`config.mk`:
```
export PLATFORM = sky130hd
export DESIGN_NAME = dw_lsd_denorm_seq
export DESIGN_NICKNAME = d
export VERILOG_FILES = /design/src/rtl/dw_lsd_denorm_seq.sv
export SDC_FILE = /design/constraint.sdc
export NUM_CORES = 1
export LEC_CHECK = 0
export CORE_UTILIZATION = 41
export CTS_BUF_LIST = sky130_fd_sc_hd__clkbuf_8 sky130_fd_sc_hd__clkbuf_16
export CTS_CLUSTER_SIZE = 10
export DETAILED_ROUTE_END_ITERATION = 12
export GPL_ROUTABILITY_DRIVEN = 0
export HOLD_SLACK_MARGIN = 0.12
export PLACE_DENSITY = 0.76
export SETUP_SLACK_MARGIN = 0.02
export SLEW_MARGIN = 10
export SYNTH_ARGS = -nofsm -noshare
export SYNTH_HDL_FRONTEND = slang
export SYNTH_SLANG_ARGS = --single-unit
```
`constraint.sdc`:
```
create_clock -name clk -period 2.1 [get_ports clk]
set_clock_uncertainty 0.1 [all_clocks]
set_input_delay 0.315 -clock clk [delete_from_list [all_inputs] [get_ports clk]]
set_output_delay 0.315 -clock clk [all_outputs]
set_load 0.02 [all_outputs]
```
`src/rtl/dw_lsd_denorm_seq.sv`:
```
// Sequential leading-sign denormalizer. Restores norm_a >>> enc by shifting one bit per clock.
// Latency: with k = min(enc, a_width-1), out_valid rises k+1 cycles after the accept edge.
// Backpressure: dec_a/enc_err are held while out_valid && !out_ready; in_ready is low until the block returns to IDLE.
//
// Ports:
//   clk, rst            rising-edge clock, synchronous active-high reset
//   in_valid/in_ready   operand handshake (norm_a, enc)
//   out_valid/out_ready result handshake (dec_a, enc_err)
//   busy                transaction in flight (state != IDLE)
module dw_lsd_denorm_seq #(
  parameter int a_width    = 8,
  parameter int addr_width = 3
) (
  input  logic                  clk,
  input  logic                  rst,
  input  logic                  in_valid,
  output logic                  in_ready,
  input  logic [a_width-1:0]    norm_a,
  input  logic [addr_width-1:0] enc,
  output logic                  out_valid,
  input  logic                  out_ready,
  output logic [a_width-1:0]    dec_a,
  output logic                  enc_err,
  output logic                  busy
);

  typedef enum logic [1:0] {
    IDLE  = 2'd0,
    SHIFT = 2'd1,
    DONE  = 2'd2
  } state_t;

  // Largest meaningful shift; anything beyond it only replicates the sign bit.
  localparam logic [addr_width-1:0] max_cnt = addr_width'(a_width - 1);

  state_t                state;
  logic [a_width-1:0]    shift_reg;
  logic [addr_width-1:0] count;
  logic                  err_reg;

  always_ff @(posedge clk) begin
    if (rst) begin
      state     <= IDLE;
      shift_reg <= '0;
      count     <= '0;
      err_reg   <= 1'b0;
    end else begin
      case (state)
        IDLE: begin
          if (in_valid) begin
            shift_reg <= norm_a;
            if (enc > max_cnt) begin
              count   <= max_cnt;
              err_reg <= 1'b1;
            end else begin
              count   <= enc;
              err_reg <= 1'b0;
            end
            state <= SHIFT;
          end
        end
        SHIFT: begin
          if (count == '0) begin
            state <= DONE;
          end else begin
            // Arithmetic right shift by one: replicate the sign bit.
            shift_reg <= {shift_reg[a_width-1], shift_reg[a_width-1:1]};
            count     <= count - 1'b1;
          end
        end
        DONE: begin
          if (out_ready) state <= IDLE;
        end
        default: state <= IDLE;
      endcase
    end
  end

  // Handshake outputs decode the state register only, so there is no
  // combinational path from out_ready to in_ready.
  assign in_ready  = (state == IDLE);
  assign out_valid = (state == DONE);
  assign busy      = (state != IDLE);
  assign dec_a     = shift_reg;
  assign enc_err   = err_reg;

endmodule
```
==> results.sh, run 1 <==
export IMPL_min_period_ns=2.01
export IMPL_reg2reg_depth=6
export IMPL_grt_start_max_net_pins=12
export IMPL_clk_insertion_delay_late_ns=0.25
export IMPL_die_area_sq_um=1860
export IMPL_vdd_drop_max_mv=0.594
export IMPL_end_kind="primary output"
export IMPL_worstSetupPathType="reg2out"
export IMPL_crit_start="state[1]"
export IMPL_clk_pin_slew_ns=0.06
export IMPL_grt_total_usage=0.159
export IMPL_io_pins=27
export IMPL_cts_tree="yes"
export IMPL_grt_ovfl_total=0
export IMPL_postSynthCellCount=72
export IMPL_syn_area_sq_um=692
export IMPL_start_kind="flip-flop"
export IMPL_start_util=0.449
export IMPL_synth_fp_nets=89
export IMPL_r2r_end="dec_a[3]"
export IMPL_drtIter0Drc=4
export IMPL_crit_end="in_ready"
export IMPL_synth_top_area_share=0.405
export IMPL_post_route_drc_count=0
export IMPL_fin_crit_sh=0.959
export IMPL_port_buffers=26
export IMPL_synth_top_area_cell="dfxtp_1"
export IMPL_dp_hpwl_um=1010
export IMPL_synth_distinct_cells=24
export IMPL_nets=116
export IMPL_clockBufferDepth=2
export IMPL_hold_path_class="reg2reg"
export IMPL_cts_setup_buffers=0
export IMPL_ctsHoldBuffers=0
export IMPL_vias=589
export IMPL_fin_setup_tns_ns=0
export IMPL_rsz0062_at_grt="false"
export IMPL_drive_gt1_frac=0.153
export IMPL_ctsHtreeMaxLevel=1
export IMPL_hold_viol=0
export IMPL_synth_seq_cells=14
export IMPL_status="completed"
export IMPL_grt_antenna_before_repair=0
export IMPL_synth_area_leaders="dfxtp_1 (41%), o221ai_2 (17%), inv_1 (8.1%)"
export IMPL_grt_pass1_wl_um=2240
export IMPL_core_rowCount=14
export IMPL_wl_um=1400
export IMPL_worstReg2RegStart="count[0]"
export IMPL_dp_slack_ns=0.196
export IMPL_crit_fanout=7
export IMPL_holdWs_ns=0.354
export IMPL_die_w_um=43.1
export IMPL_diodes=0
export IMPL_ant_nets=0
export IMPL_maxCapViolCount=0
export IMPL_arrival_ns=1.60
export IMPL_area_growth_pct=44.3
export IMPL_worstMarginPinSlew_ns=0.487
export IMPL_cts_root_buf="clkbuf_8"
export IMPL_rrSetupSlack_ns=0.18
export IMPL_ys_seq_area_frac=0.405
export IMPL_coreArea_sq_um=1540
export IMPL_cts_resized=0
export IMPL_p_leak_nw=0.384
export IMPL_cp_required_ns=1.68
export IMPL_fin_ws_ns=0.0860
export IMPL_slew_viol_final=0
export IMPL_yosys_warnings=0
export IMPL_power_uw=864
export IMPL_routedWlPerCell_um=12.3
export IMPL_drt_pre_antenna_iters=3
export IMPL_syn_area_per_cell_sq_um=9.61
export IMPL_cts_sinks=14
export IMPL_fp_dieH_um=43.1
export IMPL_cts_buffers=3
export IMPL_setup_viol=0
export IMPL_max_freq_mhz=497
export IMPL_first_global_vias=521
export IMPL_viasPerCell=5.17
export IMPL_pwr_density_cell_nw_per_um2=865
export IMPL_max_slew_margin=0.675
## kinds of logic after synthesis
group / after synthesis / synth area share
adders and majority gates: 2 / 0.0362
buffers and inverters: 19 / 0.123
DFF: 14 / 0.405
AOI/OAI and AO/OA: 24 / 0.324
and+or+nand+nor: 13 / 0.112
## power breakdown
group,switching (mW),total [mW],internal [mW]
Clock,0.0986,0.265,0.166
Combinational,0.135,0.267,0.132
Sequential,0.0305,0.332,0.302
## worst min-delay path by stage
stage	from	to	slack [ns]	depth (start not counted)
after floorplan	rst	dec_a[7]	0.28	1
after global placement	dec_a[0]	dec_a[0]	0.34	2
after detailed placement	dec_a[0]	dec_a[0]	0.34	2
after CTS	dec_a[0]	dec_a[0]	0.35	2
after global routing	dec_a[0]	dec_a[0]	0.39	2
final	dec_a[0]	dec_a[0]	0.35	2
## worst max-delay path, cell delays in order (launching register included)
cell	delay, ns
dfxtp_1	0.36
or2_2	0.32
inv_1	0.08
clkdlybuf4s50_1	0.60
## per-layer routing
metal  up-vias  routed length [um]  GRT usage
met5         -                   0          0
met4         0                   0     0.0364
met3         0                  77     0.0766
met2        11                 638      0.227
met1       273                 688      0.217
li1        305                   -          -
## cell usage in the layout, fill, tap and decap left out
| cell type | count |
|---|---|
| inv_1 | 15 |
| nand2_1 | 1 |
| a21o_1 | 1 |
| o31ai_1 | 1 |
| nand2b_1 | 2 |
| or3b_1 | 1 |
| clkbuf_8 | 4 |
| o22ai_1 | 1 |
| or2_2 | 1 |
| a32o_1 | 1 |
| or3b_4 | 1 |
| nor2_1 | 3 |
| a21oi_1 | 9 |
| ha_1 | 2 |
| o2111ai_2 | 1 |
| o21ai_0 | 1 |
| clkdlybuf4s50_1 | 26 |
| a22oi_1 | 1 |
| nor2b_1 | 2 |
| nand3_1 | 1 |
| and3_1 | 1 |
| o221ai_2 | 8 |
| dfxtp_1 | 14 |
## Yosys cell counts (all sizes together)
cell and count:
nand2b 2, dfxtp 14, or3b 2, or2 1, a32o 1, nor2b 2
o221ai 8, a21oi 9, a21o 1, o2111ai 1, nor2 3, nand3 1
a22oi 1, and3 1, ha 2, inv 15, o22ai 1, nand2 1
buf 4, o31ai 1, o21ai 1
## stage by stage
| stage | std cells | utilization | area [sq um] |
|---|---|---|---|
| floorplan | 72 | - | 692 |
| global placement | 110 | 0.612 | 943 |
| detailed placement | 110 | 0.612 | 943 |
| CTS | 114 | 0.648 | 998 |
| global route | 114 | 0.648 | 998 |
| finish | 114 | 0.648 | 998 |
## area by class of cell
type	count	area, sq um
fill	129	543
multi-input combinational	39	327
sequential	14	280
timing repair buffer	26	260
inverter	15	56.3
clock buffer	4	55.1
tap	16	20.0
## state kept, by name, indices dropped and copies added (netlist names)
name / count
count: 3
dec_a: 8
enc_err: 1
state: 2
Power figures use the tool's default switching activity.
==> run 2: changes to the inputs <==
Settings changed: ABC_CLOCK_PERIOD_IN_PS set to 2100.
==> results of run 2 <==
Same layout as run 1: the final DEF is identical, and so are final timing and power.
==> run 3: changes to the inputs <==
Settings changed: CORE_AREA set to 2 2 39 41, CORE_UTILIZATION 41 to not set, DIE_AREA set to 0 0 41 43, DONT_BUFFER_PORTS set to 1, PLACE_DENSITY 0.76 to 0.67.
==> run 3 against run 2 <==
Effect of this change:
- worst hold slack worse by 0.19 ns
- via count is 15% lower
- flip-flop and latch count unchanged
- clock-buffer cell count stayed put
- wire length shrank 8.1%
- power decreased by 9.8%
- final area down 24%
- worst setup slack improved by 0.13 ns
- clock power barely moved
- core utilization is 10 points lower
==> results.sh, run 3 (synthesis results as in run 1) <==
export IMPL_max_slew_margin=0.691
export IMPL_hold_viol=0
export IMPL_grt_total_usage=0.176
export IMPL_diodes=0
export IMPL_area_growth_pct=9.58
export IMPL_fp_dieH_um=43
export IMPL_clk_insertion_delay_late_ns=0.25
export IMPL_drt_pre_antenna_iters=2
export IMPL_m1WireLength_um=588
export IMPL_grt_start_max_net_pins=12
export IMPL_placed_cell_area_sq_um=683
export IMPL_die_w_um=41
export IMPL_cts_root_buf="clkbuf_8"
export IMPL_clk_pin_slew_ns=0.06
export IMPL_stdcell_count=90
export IMPL_post_route_drc_count=0
export IMPL_placed_cells=84
export IMPL_first_global_vias=488
export IMPL_largest_reg_flops=8
export IMPL_start_util=0.500
export IMPL_wl_um=1290
export IMPL_grt_pass1_wl_um=2070
export IMPL_fin_setup_tns_ns=0
export IMPL_vdd_drop_max_mv=0.537
export IMPL_coreArea_sq_um=1380
export IMPL_cts_buffers=3
export IMPL_seqCellArea_sq_um=280
export IMPL_arrival_ns=1.90
export IMPL_cts_setup_buffers=0
export IMPL_wl_met3_um=130
export IMPL_cts_sinks=14
export IMPL_cts_tree="yes"
export IMPL_start_kind="flip-flop"
export IMPL_end_kind="flip-flop"
export IMPL_viasPerCell=5.56
export IMPL_port_buffers=0
export IMPL_multiInputGateArea_sq_um=327
export IMPL_slew_viol_final=0
export IMPL_grt_antenna_before_repair=0
export IMPL_io_pins=27
export IMPL_dp_hpwl_um=920
export IMPL_hold_path_class="in2reg"
export IMPL_setup_viol=0
export IMPL_worstMarginPinSlew_ns=0.464
export IMPL_drtIter0Drc=7
export IMPL_fill_cells=136
export IMPL_routedWlPerCell_um=14.3
export IMPL_cp_required_ns=2.12
export IMPL_worstSetupPathType="reg2reg"
export IMPL_core_rowCount=14
export IMPL_nets=92
export IMPL_mostFrequentLayoutCell="inv_1"
export IMPL_grt_ovfl_total=0
export IMPL_min_period_ns=1.88
export IMPL_maxCapViolCount=0
export IMPL_dr_wl_met2_um=550
export IMPL_max_freq_mhz=531
export IMPL_vias=500
export IMPL_p_leak_nw=0.296
export IMPL_status="completed"
export IMPL_highest_layer="met4"
export IMPL_fin_crit_sh=0.897
export IMPL_die_area_sq_um=1760
export IMPL_fin_area_sq_um=758
export IMPL_crit_fanout=9
export IMPL_clockBufferDepth=2
export IMPL_pwr_density_cell_nw_per_um2=1030
export IMPL_final_cell_mix="inv_1 (15), dfxtp_1 (14), a21oi_1 (9)"
export IMPL_ant_nets=0
export IMPL_rsz0062_at_grt="false"
export IMPL_ctsHtreeMaxLevel=1
export IMPL_drive_gt1_frac=0.203
## run 3: cell count changes in the layout (fill, tap and decap cells not counted), sizes merged
cell	before	now
clkdlybuf4s50	26	0
dlygate4sd3	0	2
## run 3: cell type report
cell class              count  share of cell area
repair buffers              2              0.0264
inverters                  15              0.0743
multi-input cells          39               0.431
clock buffers               4              0.0726
well taps                  16              0.0264
flip-flops and latches     14               0.370
## run 3: path summary, 6_finish.rpt
check	slack, ns	cells past startpoint	to	from
worst max-delay path	0.22	6	dec_a[1]	count[0]
worst min-delay path	0.17	2	dec_a[6]	norm_a[6]
worst max register to register	0.22	6	dec_a[1]	count[0]
worst min register to register	0.36	2	count[1]	count[1]
## run 3: worst max-delay path: stages (launching register included)
cell and delay, ns:
dfxtp_1 0.34, inv_1 0.06, ha_1 0.20, ha_1 0.20, or3b_1 0.57, o221ai_2 0.24
a21oi_1 0.06
## run 3: metrics by stage
stage                      util  hold WS, ns  total power, mW  worst slack, ns
after floorplan               -        0.284            0.501            0.435
after global placement    0.494        0.287            0.516            0.254
after detailed placement  0.494        0.287            0.518            0.230
after CTS                 0.548        0.163            0.789            0.215
after global routing      0.548        0.179            0.827            0.113
final                     0.548        0.167            0.779            0.217
## run 3: what timing repair did
action / in CTS / in global routing
endpoints found under the hold margin: 4 / 0
hold buffers: 2 / 0
resized for setup: 0 / 0
## run 3: routing by layer
layer,up-vias,global-route usage
li1,255,-
met1,222,0.254
met2,20,0.213
met3,3,0.0733
met4,0,0.100
met5,-,0
## run 3: power breakdown
| part | internal (mW) | switching (mW) |
|---|---|---|
| logic | 0.0631 | 0.0906 |
| registers | 0.302 | 0.0606 |
| clock network | 0.166 | 0.0966 |
